[config.mk]
export PLATFORM = sky130hd
export DESIGN_NAME = tt_eval
export DESIGN_NICKNAME = d
export VERILOG_FILES = /design/src/rtl/tt_eval_pkg.sv /design/src/rtl/tt_eval_mem.sv /design/src/rtl/tt_eval.sv
export SDC_FILE = /design/constraint.sdc
export NUM_CORES = 1
export LEC_CHECK = 0
export ABC_CLOCK_PERIOD_IN_PS = 2800
export CORE_ASPECT_RATIO = 1.5
export CORE_MARGIN = 3
export CORE_UTILIZATION = 45
export DETAILED_ROUTE_END_ITERATION = 7
export PLACE_DENSITY = 0.73
export SYNTH_ARGS = -nofsm -noshare
export SYNTH_HDL_FRONTEND = slang
export SYNTH_HIERARCHICAL = 1
export SYNTH_SLANG_ARGS = --single-unit
export TNS_END_PERCENT = 10
[constraint.sdc]
create_clock -name clk -period 2.8 [get_ports clk]
set_input_delay 0.56 -clock clk [delete_from_list [all_inputs] [get_ports clk]]
set_output_delay 0.56 -clock clk [all_outputs]
set_load 0.01 [all_outputs]
[src/rtl/tt_eval_pkg.sv]
// tt_eval_pkg: shared types and constants for the tt_eval truth-table evaluator.
package tt_eval_pkg;

    typedef enum logic [1:0] {
        IDLE  = 2'd0,
        SWEEP = 2'd1,
        DRAIN = 2'd2
    } state_t;

    localparam int unsigned STAT_W = 16;

endpackage

[src/rtl/tt_eval_mem.sv]
// tt_eval_mem: 2^IN_W x OUT_W truth table with a registered read port.
// The read register only loads on re, so a stalled result is not disturbed
// by later writes to the same entry. A read and a write to the same address
// in one cycle return the old contents.
module tt_eval_mem #(
    parameter int unsigned IN_W  = 4,
    parameter int unsigned OUT_W = 2
) (
    input  logic             clk,
    input  logic             rst,
    input  logic             we,
    input  logic [IN_W-1:0]  waddr,
    input  logic [OUT_W-1:0] wdata,
    input  logic             re,
    input  logic [IN_W-1:0]  raddr,
    output logic [OUT_W-1:0] rdata
);

    localparam int unsigned DEPTH = 1 << IN_W;

    logic [OUT_W-1:0] mem [DEPTH];

    // Table storage and read register, both cleared synchronously on rst.
    always_ff @(posedge clk) begin
        if (rst) begin
            for (int unsigned i = 0; i < DEPTH; i++) begin
                mem[i] <= '0;
            end
            rdata <= '0;
        end else begin
            if (we) begin
                mem[waddr] <= wdata;
            end
            if (re) begin
                rdata <= mem[raddr];
            end
        end
    end

endmodule

[src/rtl/tt_eval.sv]
// tt_eval: programmable truth-table evaluator with stream input, built-in
// sweep engine and a registered, back-pressurable result stage.
// Optional feature macro: TT_EVAL_STATS_EN adds the eval_count port.
module tt_eval
    import tt_eval_pkg::*;
#(
    parameter int unsigned IN_W  = 4,
    parameter int unsigned OUT_W = 2
) (
    input  logic              clk,
    input  logic              rst,
    input  logic              cfg_we,
    input  logic [IN_W-1:0]   cfg_addr,
    input  logic [OUT_W-1:0]  cfg_data,
    input  logic              in_valid,
    output logic              in_ready,
    input  logic [IN_W-1:0]   in_code,
    input  logic              start,
    input  logic [IN_W-1:0]   sweep_end,
    output logic              out_valid,
    input  logic              out_ready,
    output logic [IN_W-1:0]   out_code,
    output logic [OUT_W-1:0]  out_data,
    output logic              out_last,
    output logic              done
`ifdef TT_EVAL_STATS_EN
    ,
    output logic [STAT_W-1:0] eval_count
`endif
);

    state_t          state;
    state_t          state_nxt;
    logic [IN_W-1:0] cnt;
    logic [IN_W-1:0] end_q;
    logic [IN_W-1:0] rd_addr;
    logic            slot_free;
    logic            start_ok;
    logic            accept_in;
    logic            issue;
    logic            is_last;
    logic            load;
    logic            hs;

    assign slot_free = ~out_valid | out_ready;
    assign start_ok  = start & (state == IDLE);
    // A start pulse wins over a same-cycle input offer.
    assign in_ready  = ~rst & (state == IDLE) & ~start & slot_free;
    assign accept_in = in_valid & in_ready;
    assign issue     = (state == SWEEP) & slot_free;
    assign is_last   = (cnt == end_q);
    assign load      = accept_in | issue;
    assign hs        = out_valid & out_ready;
    assign rd_addr   = issue ? cnt : in_code;

    tt_eval_mem #(
        .IN_W (IN_W),
        .OUT_W(OUT_W)
    ) u_mem (
        .clk  (clk),
        .rst  (rst),
        .we   (cfg_we),
        .waddr(cfg_addr),
        .wdata(cfg_data),
        .re   (load),
        .raddr(rd_addr),
        .rdata(out_data)
    );

    // FSM state register.
    always_ff @(posedge clk) begin
        if (rst) begin
            state <= IDLE;
        end else begin
            state <= state_nxt;
        end
    end

    // FSM next-state logic.
    always_comb begin
        state_nxt = state;
        case (state)
            IDLE:    if (start_ok) state_nxt = SWEEP;
            SWEEP:   if (issue && is_last) state_nxt = DRAIN;
            DRAIN:   if (hs && out_last) state_nxt = IDLE;
            default: state_nxt = IDLE;
        endcase
    end

    // Issue counter, sweep limit, output register and done pulse.
    always_ff @(posedge clk) begin
        if (rst) begin
            cnt       <= '0;
            end_q     <= '0;
            out_valid <= 1'b0;
            out_code  <= '0;
            out_last  <= 1'b0;
            done      <= 1'b0;
        end else begin
            done <= (state == DRAIN) & hs & out_last;
            if (start_ok) begin
                end_q <= sweep_end;
                cnt   <= '0;
            end else if (issue && !is_last) begin
                cnt <= cnt + IN_W'(1);
            end
            if (load) begin
                out_valid <= 1'b1;
                out_code  <= rd_addr;
                out_last  <= issue & is_last;
            end else if (out_ready) begin
                out_valid <= 1'b0;
                out_last  <= 1'b0;
            end
        end
    end

`ifdef TT_EVAL_STATS_EN
    // Saturating count of handshaken results, cleared by an accepted start.
    always_ff @(posedge clk) begin
        if (rst || start_ok) begin
            eval_count <= '0;
        end else if (hs && (eval_count != '1)) begin
            eval_count <= eval_count + STAT_W'(1);
        end
    end
`endif

endmodule

# After elaboration in Yosys (flattened, before gate mapping)
# Memory sizes are Yosys's and may differ from the RTL's. A register that Yosys moved wholly into a read port is not among the register bits.
# Index checks and enable logic that the tools add are counted.
# word_totals
mem_bits_rw,32
wordCells,55
register_bits,17
output_inout_bits,10
inputBits,20
n_memories,1
# classes
n_eq_ne,6
n_mux,16
add_sub_neg,1
reduce_logical,9
bitwise,15
# mem_list
name,depth,width,rd,rd_ports_with_merged_regs,write_ports,line,rtl
u_mem.mem,16,2,1,1,16,tt_eval_mem.sv:21,logic [OUT_W-1:0] mem [DEPTH];
# ops
cell,count
AND 1 bit,10
2-to-1 mux 1 bit,9
2-to-1 mux 2 bit,4
2-to-1 mux 4 bit,2
one-hot mux 2 bit (3 select lines),1
adder 4 x 1 -> 4 bit (second input constant),1
equality test 4 bit,1
inequality test 2 bit (second input constant),2
OR reduction 2 bit,2
logical AND 1 bit,3
inverter 1 bit,3
AND reduction 3 bit,1
equality test 2 x 1 -> 1 bit (second input constant),1
equality test 2 bit (second input constant),1
logical NOT 2 bit,1
inequality test 2 x 1 -> 1 bit (second input constant),1
OR 1 bit,2
nonzero test 2 bit,1
logical NOT 1 bit,1

# Depth between registers and ports, before layout
# depth
depth_word,7
ltp_mapped,10
mapped_depth_nobuf,8

# Modules after synthesis
# The synthesis kept the hierarchy.
# by_module_without_submodules
mod,cells_each,area_per_inst_um2,instances
tt_eval_mem,154,1765.4,1
tt_eval,92,828.3,1

# Least setup slack after synthesis
# OpenSTA, ideal clock, no wires.
# synth_path
kind,input to register
start,input port rst
end,register u_mem.rdata[0] (read register of u_mem.mem)
path_buffers,1
setup_ns,0.062
arrival_ns,2.058
stages,7
path_slack_ns,0.680
path_cell_list,or3b_1 a211oi_2 buf_4 or3b_2 a21oi_1 nand3_1 nand3_1
# synth_via
elab_chain_len,6
# synth_rtl
item,line,rtl
from (decl),tt_eval.sv:11,"input logic rst,"
inverter 1 bit,tt_eval.sv:48,assign in_ready = ~rst & (state == IDLE) & ~start & slot_free;
AND 1 bit (3 in a row),tt_eval.sv:48,
AND 1 bit,tt_eval.sv:49,assign accept_in = in_valid & in_ready;
OR 1 bit,tt_eval.sv:52,assign load = accept_in | issue;
via load,tt_eval.sv:42,logic load;
to (decl),tt_eval_mem.sv:16,output logic [OUT_W-1:0] rdata
# The timed path passes the listed nets, and every way through them passes these cells.
# A chain may end at the register's enable or synchronous reset.

# Worst setup path after layout
# layout_path
start,input port rst
end,output port in_ready
# layout_via
elab_chain_len,4
# layout_rtl
item,line,rtl
inverter 1 bit,tt_eval.sv:48,
AND 1 bit (3 in a row),tt_eval.sv:48,
to (decl),tt_eval.sv:16,"output logic in_ready,"
# Every way passes these cells.

==> reports/results.tsv <==
metric	value	unit
status	finished clean	
startpoint_type	input pin	
worst_slew_pin_slew	530.2	ps
clk_latency	310	ps
ir_drop	283.0	uV
synth_compound_area_share	6.561	%
pin_count	30	
cts_tree	yes	
die_area	0.006730	mm^2
hold_buffers	0	
met1_usage	17.15	%
cts_buffer_depth	2	
antenna_found_initial	0	
grt_usage	16.83	%
clk_pin_slew_worst_paths	100	ps
r2r-end	u_mem/rdata[0]	
crit_fanout	3	
swShare	27.86	%
use_met2	31.35	%
ant_nets	0	
syn-cell-area	0.002594	mm^2
cts_resized	0	
fin_worst_skew	3.431	ps
synth_top_family_by_area	simple AND/OR/NAND/NOR gates	
max_freq	0.3769	GHz
syn_nets	267	
maxSlewViolCount	0	
endpoint	in_ready	
seqPwrFrac	53.0	%
fin_cells	354	
timing.max_cap.violations	0	
timing_hold_violations_final	0	
comb_power_share	20.1	%
nNetsFinal	304	
fp-row-count	33	
yosys-mux-area-fraction	7.718	%
area_growth	19.58	%
grt_busiest_layer	met2	
grt_overflow	0	
cts_setup_buffers	0	
startpoint	rst	
r2r_start	state[1]	
use_met3	3.421	%
routedWlPerCell	14.50	um
die_h	98.98	um
layout_min_cycle_time	2653	ps
syn_area_per_cell	10.54	um^2
cts_root_buf	clkbuf_8	
p_int	1.201	mW
hp-class	reg -> reg	
grt_pass1_vias	1901	
viasPerCell	5.274	
via_count	1867	
drc	0	
hpwlAfterDp	3.880	mm
r2r_cells	9	
syn_inst	246	
fin_crit_sh	94.76	%
rsz0062_at_grt	no	
critPathArrivalTime	2090	ps
switchingPower	0.4636	mW
initialDrtViolationCount	120	
power.density	536.6	mW/mm^2
synth.distinct_cells	42	
cts_buffers	5	
synthSimpleGateAreaFrac	29.52	%
critPathKind	in -> out	
grt_pass1_wl	8.480	mm
gp_congestion	0.7573	
synth_xor_area_share	1.930	%
num_antenna_cells	0	
required	2240	ps
ff2ff_setup_slack	790	ps
setup.worst_path.end_class	output pin	
finalSetupViolCount	0	
power.share.clock	26.9	%
io_buffers	29	
power.leakage	1.179	nW
synthFlopType	edfxtp_1	
place_inst	346	
htree_num_levels	2	
synth-edff-count	32	
async_flop_share	0	%
drt_pass1_iterations	4	
drive_gt1_share	15.14	%
wirelength	5.133	mm
start_util	46.88	%
fin_tns_setup	0	ps
ys_warn_count	6	
slew_headroom	64.39	%
grt_max_degree	28	
yosysSeqAreaShare	51.71	%
die_w	67.99	um
synth_seq_cells	51	
numClockSinks	51	
synth-adder-area-share	0.4824	%
fp.coreArea	0.005533	mm^2
==> final cells by class <==
class | instances | area (um^2)
tap | 70 | 87.58
clock buffer | 5 | 68.82
fill | 494 | 2431
multi-input combinational | 185 | 1199
timing repair buffer | 38 | 370.4
sequential | 51 | 1341
clock inverter | 3 | 27.53
inverter | 2 | 7.507
==> per-layer routing <==
layer / vias to the layer above / routed length [um]
met5: - / 0
met2: 51 / 2915
met4: 0 / 116
li1: 942 / -
met3: 10 / 216
met1: 864 / 1885
==> worst max-delay path, cell delays in order <==
cell	delay (ps)
clkdlybuf4s50_1	460
or3_1	350
nor3_1	150
clkdlybuf4s50_1	570
==> power groups by stage <==
stage	clock (mW)	combinational, mW	sequential (mW)
after floorplan	0	0.195	0.899
after global placement	0	0.330	0.898
after detailed placement	0	0.336	0.899
after CTS	0.460	0.337	0.882
after global routing	0.491	0.364	0.887
final	0.448	0.335	0.882
==> logic make-up after synthesis <==
group                    after synthesis
AND/OR/NAND/NOR                      134
buffers and inverters                 10
adder cells (fa/ha/maj)                1
XOR/XNOR                               4
multiplexers                          20
flip-flops                            51
AO/OA/AOI/OAI                         26
==> sequential cells by signal (all words and copies together), names as in the netlist <==
register and flops:
cnt 4, done 1, end_q 4, out_code 4
out_last 1, out_valid 1, state 2, u_mem/mem 32
u_mem/rdata 2
==> worst min-delay path by stage <==
stage                     cells after the start      startpoint  slack, ps             end
after floorplan                               2          cnt[3]        480          cnt[3]
after global placement                        2  u_mem/rdata[1]        460  u_mem/rdata[1]
after detailed placement                      2  u_mem/rdata[1]        450  u_mem/rdata[1]
after CTS                                     2  u_mem/rdata[1]        470  u_mem/rdata[1]
after global routing                          2  u_mem/rdata[1]        490  u_mem/rdata[1]
final                                         2  u_mem/rdata[1]        470  u_mem/rdata[1]
==> through the flow <==
stage	area (um^2)	worst slack (ps)	total power, mW	hold WS [ps]	util (%)
2_1_floorplan	2594	679.7	1.094	475.3	-
3_3_place_gp	3005	131.0	1.228	462.4	54.32
3_5_place_dp	3005	99.81	1.235	455.0	54.32
4_1_cts	3102	147.6	1.679	473.8	56.06
5_1_grt	3102	89.66	1.742	489.6	56.06
6_report	3102	146.7	1.664	473.3	56.06
==> synthesized netlist by cell type (all sizes together), types with 2 or more instances <==
library cell | count | area share, %
a21boi | 2 | 0.58
a21oi | 5 | 0.96
a22oi | 4 | 1.2
a31oi | 4 | 0.96
and2 | 32 | 7.7
buf | 4 | 1.2
clkbuf | 4 | 0.58
dfxtp | 19 | 15
edfxtp | 32 | 37
inv | 2 | 0.29
mux2i | 20 | 7.7
nand2 | 21 | 3.1
nand2b | 5 | 1.2
nand3 | 12 | 2.3
nand4 | 2 | 0.48
nand4b | 2 | 0.68
nor2 | 22 | 3.2
nor2b | 3 | 0.72
nor3 | 5 | 0.96
nor3b | 2 | 0.96
o211ai | 2 | 0.58
o21ai | 5 | 0.96
o31ai | 2 | 0.58
or2 | 16 | 3.9
or3 | 3 | 0.77
or3b | 3 | 1.0
xor2 | 4 | 1.9
==> layout by cell type, fill, tap and decap left out, drive strengths merged, types with 5 or more instances in the layout <==
cell,n
a21oi,5
and2,32
buf,9
clkbuf,5
clkdlybuf4s50,29
dfxtp,19
edfxtp,32
mux2i,20
nand2,21
nand2b,5
nand3,12
nor2,22
nor3,5
o21ai,5
or2,16
No activity file was read; power rests on OpenSTA's default activity.
